===== config.mk =====
export PLATFORM = sky130hd
export DESIGN_NAME = tc_pl_acp_tx_axi_wr
export DESIGN_NICKNAME = d
export VERILOG_FILES = /design/src/rtl/tc_pl_acp_pkg.sv /design/src/rtl/tc_pl_acp_wbuf.sv /design/src/rtl/tc_pl_acp_tx_axi_wr.sv
export SDC_FILE = /design/constraint.sdc
export NUM_CORES = 1
export LEC_CHECK = 0
export CAP_MARGIN = 25
export CORE_ASPECT_RATIO = 2
export CORE_MARGIN = 10
export CORE_UTILIZATION = 50
export CTS_BUF_LIST = sky130_fd_sc_hd__clkbuf_2 sky130_fd_sc_hd__clkbuf_4 sky130_fd_sc_hd__clkbuf_8
export DETAILED_ROUTE_END_ITERATION = 8
export PLACE_DENSITY = 0.85
export SETUP_SLACK_MARGIN = 0.5
export SLEW_MARGIN = 25
export SYNTH_ARGS = -nofsm -noshare
export SYNTH_HDL_FRONTEND = slang
export SYNTH_SLANG_ARGS = --single-unit

===== constraint.sdc =====
create_clock -name clk -period 8 [get_ports clk]
set_input_delay 2.4 -clock clk [delete_from_list [all_inputs] [get_ports clk]]
set_output_delay 2.4 -clock clk [all_outputs]
set_load 0.02 [all_outputs]

===== src/rtl/tc_pl_acp_pkg.sv =====
// Shared types and AXI constants for the ACP-TX AXI3 write path.
// Statistics outputs on the top are enabled with `define ACP_TX_STAT_EN.
package tc_pl_acp_pkg;

  typedef enum logic [1:0] {
    ST_IDLE = 2'd0,
    ST_AW   = 2'd1,
    ST_DATA = 2'd2,
    ST_RESP = 2'd3
  } acp_state_e;

  localparam logic [2:0] SIZE_8B    = 3'b011;
  localparam logic [1:0] BURST_INCR = 2'b01;
  localparam logic [3:0] ACP_CACHE  = 4'b1111;
  localparam logic [4:0] ACP_USER   = 5'b00001;
  localparam logic [1:0] RESP_OKAY  = 2'b00;

  // Beats are 8 bytes wide, so the burst start is forced onto a beat boundary.
  function automatic logic [31:0] align_8b(input logic [31:0] addr);
    return addr & 32'hFFFF_FFF8;
  endfunction

endpackage


===== src/rtl/tc_pl_acp_wbuf.sv =====
// W-data skid FIFO: DEPTH x WIDTH, head visible combinationally the cycle after it is written.
// Writes while full and reads while empty are dropped.
module tc_pl_acp_wbuf #(
  parameter int DEPTH = 4,
  parameter int WIDTH = 64
) (
  input  logic                       clk,
  input  logic                       rst,
  input  logic                       wr_en,
  input  logic [WIDTH-1:0]           wr_data,
  input  logic                       rd_en,
  output logic [WIDTH-1:0]           rd_data,
  output logic                       full,
  output logic                       empty,
  output logic [$clog2(DEPTH+1)-1:0] count
);

  localparam int AW = $clog2(DEPTH);
  localparam int CW = $clog2(DEPTH+1);

  logic [WIDTH-1:0] mem_q [DEPTH];
  logic [AW-1:0]    wr_ptr_q, wr_ptr_d;
  logic [AW-1:0]    rd_ptr_q, rd_ptr_d;
  logic [CW-1:0]    count_q, count_d;
  logic             wr_ok;
  logic             rd_ok;

  assign full    = (count_q == CW'(DEPTH));
  assign empty   = (count_q == '0);
  assign count   = count_q;
  assign rd_data = mem_q[rd_ptr_q];
  assign wr_ok   = wr_en & ~full;
  assign rd_ok   = rd_en & ~empty;

  always_comb begin
    wr_ptr_d = wr_ptr_q;
    rd_ptr_d = rd_ptr_q;
    count_d  = count_q;
    if (wr_ok) wr_ptr_d = wr_ptr_q + 1'b1;
    if (rd_ok) rd_ptr_d = rd_ptr_q + 1'b1;
    case ({wr_ok, rd_ok})
      2'b10:   count_d = count_q + 1'b1;
      2'b01:   count_d = count_q - 1'b1;
      default: count_d = count_q;
    endcase
  end

  always_ff @(posedge clk) begin
    if (!rst) begin
      wr_ptr_q <= '0;
      rd_ptr_q <= '0;
      count_q  <= '0;
    end else begin
      wr_ptr_q <= wr_ptr_d;
      rd_ptr_q <= rd_ptr_d;
      count_q  <= count_d;
    end
  end

  // Storage carries no reset so it can map onto distributed RAM.
  always_ff @(posedge clk) begin
    if (wr_ok) mem_q[wr_ptr_q] <= wr_data;
  end

endmodule


===== src/rtl/tc_pl_acp_tx_axi_wr.sv =====
// ACP-TX burst request + wdreq-paced data -> single-outstanding AXI3 INCR write bursts.
// `define ACP_TX_STAT_EN adds stat_bursts / stat_errs counters and ports.
module tc_pl_acp_tx_axi_wr
  import tc_pl_acp_pkg::*;
#(
  parameter int BURST_LEN  = 16,
  parameter int WBUF_DEPTH = 4
) (
  input  logic        clk,
  input  logic        rst,
  input  logic        acp0_tx_en,
  output logic        acp0_tx_rdy,
  input  logic [31:0] acp0_tx_awaddr,
  input  logic [2:0]  acp0_tx_awid,
  input  logic [63:0] acp0_tx_wdata,
  output logic        acp0_tx_wdreq,
  output logic [31:0] m_axi_awaddr,
  output logic [2:0]  m_axi_awid,
  output logic [3:0]  m_axi_awlen,
  output logic [2:0]  m_axi_awsize,
  output logic [1:0]  m_axi_awburst,
  output logic [3:0]  m_axi_awcache,
  output logic [4:0]  m_axi_awuser,
  output logic        m_axi_awvalid,
  input  logic        m_axi_awready,
  output logic [63:0] m_axi_wdata,
  output logic [7:0]  m_axi_wstrb,
  output logic        m_axi_wlast,
  output logic        m_axi_wvalid,
  input  logic        m_axi_wready,
  input  logic [1:0]  m_axi_bresp,
  input  logic        m_axi_bvalid,
  output logic        m_axi_bready,
  output logic        acp_err
`ifdef ACP_TX_STAT_EN
  ,
  output logic [31:0] stat_bursts,
  output logic [15:0] stat_errs
`endif
);

  localparam int CNT_W  = $clog2(BURST_LEN+1);
  localparam int FCNT_W = $clog2(WBUF_DEPTH+1);
  localparam logic [CNT_W-1:0]  LEN_C   = CNT_W'(BURST_LEN);
  localparam logic [CNT_W-1:0]  LAST_C  = CNT_W'(BURST_LEN-1);
  localparam logic [FCNT_W:0]   DEPTH_C = (FCNT_W+1)'(WBUF_DEPTH);

  acp_state_e       state_q, state_d;
  logic [31:0]      awaddr_q, awaddr_d;
  logic [2:0]       awid_q, awid_d;
  logic [CNT_W-1:0] req_cnt_q, req_cnt_d;
  logic [CNT_W-1:0] beat_cnt_q, beat_cnt_d;
  logic             inflight_q, inflight_d;
  logic             err_q, err_d;
`ifdef ACP_TX_STAT_EN
  logic [31:0]      stat_bursts_q, stat_bursts_d;
  logic [15:0]      stat_errs_q, stat_errs_d;
`endif

  logic              fifo_full;
  logic              fifo_empty;
  logic [FCNT_W-1:0] fifo_cnt;
  logic [FCNT_W:0]   fifo_occ;
  logic              beat_hs;
  logic              last_beat;

  tc_pl_acp_wbuf #(
    .DEPTH (WBUF_DEPTH),
    .WIDTH (64)
  ) u_wbuf (
    .clk     (clk),
    .rst     (rst),
    .wr_en   (inflight_q),
    .wr_data (acp0_tx_wdata),
    .rd_en   (beat_hs),
    .rd_data (m_axi_wdata),
    .full    (fifo_full),
    .empty   (fifo_empty),
    .count   (fifo_cnt)
  );

  // A beat requested last cycle is already committed to the FIFO, so it counts as occupied.
  assign fifo_occ      = {1'b0, fifo_cnt} + (FCNT_W+1)'(inflight_q);
  assign m_axi_wvalid  = ~fifo_empty;
  assign beat_hs       = m_axi_wvalid & m_axi_wready;
  assign last_beat     = (beat_cnt_q == LAST_C);
  assign m_axi_wlast   = m_axi_wvalid & last_beat;
  assign m_axi_wstrb   = 8'hFF;
  assign m_axi_awaddr  = awaddr_q;
  assign m_axi_awid    = awid_q;
  assign m_axi_awlen   = 4'(BURST_LEN-1);
  assign m_axi_awsize  = SIZE_8B;
  assign m_axi_awburst = BURST_INCR;
  assign m_axi_awcache = ACP_CACHE;
  assign m_axi_awuser  = ACP_USER;
  assign acp_err       = err_q;
`ifdef ACP_TX_STAT_EN
  assign stat_bursts   = stat_bursts_q;
  assign stat_errs     = stat_errs_q;
`endif

  always_comb begin
    state_d       = state_q;
    awaddr_d      = awaddr_q;
    awid_d        = awid_q;
    req_cnt_d     = req_cnt_q;
    beat_cnt_d    = beat_cnt_q;
    err_d         = err_q;
    acp0_tx_rdy   = 1'b0;
    acp0_tx_wdreq = 1'b0;
    m_axi_awvalid = 1'b0;
    m_axi_bready  = 1'b0;
`ifdef ACP_TX_STAT_EN
    stat_bursts_d = stat_bursts_q;
    stat_errs_d   = stat_errs_q;
`endif
    case (state_q)
      ST_IDLE: begin
        acp0_tx_rdy = 1'b1;
        if (acp0_tx_en) begin
          awaddr_d   = align_8b(acp0_tx_awaddr);
          awid_d     = acp0_tx_awid;
          req_cnt_d  = '0;
          beat_cnt_d = '0;
          state_d    = ST_AW;
        end
      end
      ST_AW: begin
        m_axi_awvalid = 1'b1;
        if (m_axi_awready) state_d = ST_DATA;
      end
      ST_DATA: begin
        acp0_tx_wdreq = (req_cnt_q < LEN_C) && (fifo_occ < DEPTH_C);
        if (acp0_tx_wdreq) req_cnt_d = req_cnt_q + 1'b1;
        if (beat_hs) begin
          beat_cnt_d = beat_cnt_q + 1'b1;
          if (last_beat) state_d = ST_RESP;
        end
      end
      ST_RESP: begin
        m_axi_bready = 1'b1;
        if (m_axi_bvalid) begin
          if (m_axi_bresp != RESP_OKAY) err_d = 1'b1;
`ifdef ACP_TX_STAT_EN
          stat_bursts_d = stat_bursts_q + 32'd1;
          if (m_axi_bresp != RESP_OKAY && stat_errs_q != 16'hFFFF)
            stat_errs_d = stat_errs_q + 16'd1;
`endif
          state_d = ST_IDLE;
        end
      end
      default: state_d = ST_IDLE;
    endcase
    inflight_d = acp0_tx_wdreq;
  end

  always_ff @(posedge clk) begin
    if (!rst) begin
      state_q       <= ST_IDLE;
      awaddr_q      <= '0;
      awid_q        <= '0;
      req_cnt_q     <= '0;
      beat_cnt_q    <= '0;
      inflight_q    <= 1'b0;
      err_q         <= 1'b0;
`ifdef ACP_TX_STAT_EN
      stat_bursts_q <= '0;
      stat_errs_q   <= '0;
`endif
    end else begin
      state_q       <= state_d;
      awaddr_q      <= awaddr_d;
      awid_q        <= awid_d;
      req_cnt_q     <= req_cnt_d;
      beat_cnt_q    <= beat_cnt_d;
      inflight_q    <= inflight_d;
      err_q         <= err_d;
`ifdef ACP_TX_STAT_EN
      stat_bursts_q <= stat_bursts_d;
      stat_errs_q   <= stat_errs_d;
`endif
    end
  end

endmodule

==> impl_metrics.py <==
metrics = {
    "synth": {
        "synth-xor-area-share_pct": 0.811,
        "async_flop_share_pct": 0,
        "synth.most_common_cell": "edfxtp_1",
        "synth_edf_count": 256,
        "yosysWarnings": 0,
        "synth-main-ff-cell": "edfxtp_1",
        "syn_area_sq_mm": 0.0119,
        "synth_seq_cells": 311,
        "synth-simple-area-share_pct": 3.72,
        "synthTopCellsByCount": "edfxtp_1 (256), nand2_1 (74), mux4_2 (64), dfxtp_1 (55), buf_4 (35)",
        "synth-compound-area-share_pct": 3.86,
        "netlist_instances": 638,
        "synth_largest_area_cell": "edfxtp_1",
        "synth_top_family_by_area": "multiplexers",
        "yosysUniqueCellTypes": 37,
        "ys_seq_area_share_pct": 74.0,
        "synthAdderAreaFrac_pct": 1.43,
        "netlist.area_leader.share_pct": 64.7,
        "synthTopCellsByArea": "edfxtp_1 (65%), mux4_2 (12%), dfxtp_1 (9.3%)",
        "avgSynthCellArea_sq_um": 18.6,
        "synth.mux.area_fraction_pct": 12.6,
    },
    "pwr": {
        "leakage_nw": 4.84,
        "finalPower_mw": 3.99,
        "power.density_mw_per_mm2": 269,
        "irDropWorstVdd_mv": 0.231,
    },
    "critical_path": {
        "crit_required_ns": 5.60,
        "startpoint_type": "flop",
        "cp_data_arrival_time_ns": 3.22,
        "r2r-start": "u_wbuf.count[1]",
        "cp_slowest_cell": "dfxtp_4",
        "crit_chain": "buf_4 -> mux4_2 -> clkdlybuf4s50_1",
        "reg2reg_slack_ns": 5.83,
        "slowest_delay_ns": 0.86,
        "r2r_cells": 3,
        "end_kind": "output port",
        "cp_top_family": "buffers and inverters",
        "critical_path_class": "reg -> out",
        "critPathMaxFanout": 40,
        "cp.depth": 3,
        "worst-path-buf-inv": 2,
    },
    "timing": {
        "relSlewSlack_pct": 33.1,
        "tns_ns": 0,
        "period_share_pct": 70.2,
        "setup_viol": 0,
        "fin_ws_ns": 2.38,
        "min_period_ns": 5.62,
        "fmax_mhz": 178,
        "rsz0062_at_grt": "no",
        "hold_ws_ns": 0.451,
        "drv_slew": 0,
        "tightest_slew_ns": 1.00,
        "hold_viol_final": 0,
        "fin_skew_ns": 0.0227,
    },
    "route": {
        "viasPerCell": 5.32,
        "avgRoutedWirePerCell_microns": 21.0,
        "antenna_left": 0,
        "drtIter0Drc": 396,
        "drc_errors": 0,
        "firstDrtPassIters": 4,
        "via_count": 6213,
        "postRouteWirelength_microns": 24500,
    },
    "clock_tree": {
        "post_cts_buffers": 0,
        "htree_levels": 2,
        "root_buffer": "clkbuf_8",
        "cts.repair.resized": 0,
        "cts_made_buffers": 40,
        "clk_path_buf_depth": 3,
        "clkSinkCount": 311,
        "clk_latency_ns": 0.53,
        "hold_buffers": 0,
        "cts_tree": "yes",
        "clk_pin_slew_ns": 0.07,
    },
    "final_layout": {
        "final_area_sq_mm": 0.0149,
        "drive_gt1_share_pct": 16.4,
        "utilization_pct": 63.7,
        "finalNonFillerCells": 1168,
        "diodes": 0,
        "nets": 980,
        "syn_to_final_growth_pct": 25.1,
    },
    "grt": {
        "grt_use_total_pct": 16.2,
        "grt_max_degree": 65,
        "grt_antenna_before_repair": 1,
        "grt_remaining_overflow": 0,
        "grt_pass1_vias": 6804,
        "grt_first_pass_wirelength_microns": 38700,
    },
    "die": {
        "initial_utilization_pct": 50.9,
        "die_y_microns": 238,
        "fp.dieW_microns": 129,
        "coreArea_sq_mm": 0.0233,
        "placementRows": 79,
        "die_area_sq_mm": 0.0307,
        "ios": 239,
    },
    "placement": {
        "io_buffers": 206,
        "place_congestion": 0.772,
        "hpwl_microns": 16000,
        "post-place-ws_ns": 2.84,
        "dp.cells": 1101,
        "dpl-instance-area_sq_mm": 0.0141,
    },
    "min_path": {
        "hold_class": "reg -> reg",
        "hold_start": "m_axi_awaddr[26]",
        "whs_path_depth": 2,
    },
    "flow_run": {
        "cap_violations": 0,
    },
    "run_status": {
        "status": "finished clean",
    },
}
[flip-flops by register name, summed over array words and instances, names as in the netlist, named ones only]
| register | count |
|---|---|
| u_wbuf.rd_ptr_q | 2 |
| req_cnt_q | 5 |
| state_q | 2 |
| inflight_q | 1 |
| acp_err | 1 |
| u_wbuf.wr_ptr_q | 2 |
| m_axi_awaddr | 29 |
| u_wbuf.mem_q | 256 |
| m_axi_awid | 3 |
| beat_cnt_q | 5 |
| u_wbuf.count | 3 |
[layout make-up]
type / count / area (sq um)
sequential: 311 / 8800
fill: 1634 / 8480
multi-input combinational: 280 / 2780
timing repair buffer: 209 / 2090
clock buffer: 54 / 681
tap: 283 / 354
clock inverter: 13 / 80.1
inverter: 18 / 67.6
[placed cells by master (no fill, tap or decap), types with 2 or more instances in the layout]
cell and instances:
a211oi_2 5, a21boi_1 33, a21oi_2 2, and2_1 8, and2_4 4, buf_4 2
clkbuf_4 10, clkbuf_8 44, clkdlybuf4s50_1 206, clkinv_1 8, clkinv_2 4, conb_1 29
dfxtp_1 53, dfxtp_4 2, edfxtp_1 256, ha_1 12, inv_1 17, mux2i_1 3
mux4_2 64, nand2_1 73, nand3_1 3, nand4_1 2, nor2_1 8, o21ai_0 4
o21ai_1 2, o32ai_1 2, or3_1 2, xnor2_1 10
[worst register-to-register path, cell delays in order (launching register included)]
cell     delay [ns]
dfxtp_1        0.45
inv_1          0.14
a31oi_4        0.30
and2_4         0.82
[routing by layer]
layer / part of all wire [%] / routed length, microns / up-vias / track usage [%]
met5: 0.049 / 12 / - / 0
met4: 3.1 / 748 / 2 / 6.75
met3: 8.2 / 2000 / 51 / 5.49
met2: 54 / 13300 / 229 / 28.7
met1: 34 / 8390 / 3101 / 17.1
li1: - / - / 2830 / -
[logic make-up (layout without fill, tap and decap cells)]
kind of cell,after synthesis,count (layout)
AND/OR/NAND/NOR,104,104
flip-flops,311,311
XOR/XNOR,11,11
multiplexers,68,68
AO/OA/AOI/OAI,55,55
adder cells (fa/ha/maj),13,13
other,2,29
buffers and inverters,74,294
[report_power, final]
group | switching [mW] | total [mW] | internal [mW]
logic | 0.486 | 0.948 | 0.463
clock network | 0.533 | 1.11 | 0.581
registers | 0.0752 | 1.93 | 1.85
[path summary, 6_finish.rpt]
| check | end |
|---|---|
| worst max register to register | u_wbuf.mem_q[2][31] |
| worst max-delay path | m_axi_wdata[13] |
| worst min-delay path | m_axi_awaddr[26] |
| worst min register to register | m_axi_awaddr[26] |
No activity file was read; power rests on OpenSTA's default activity.
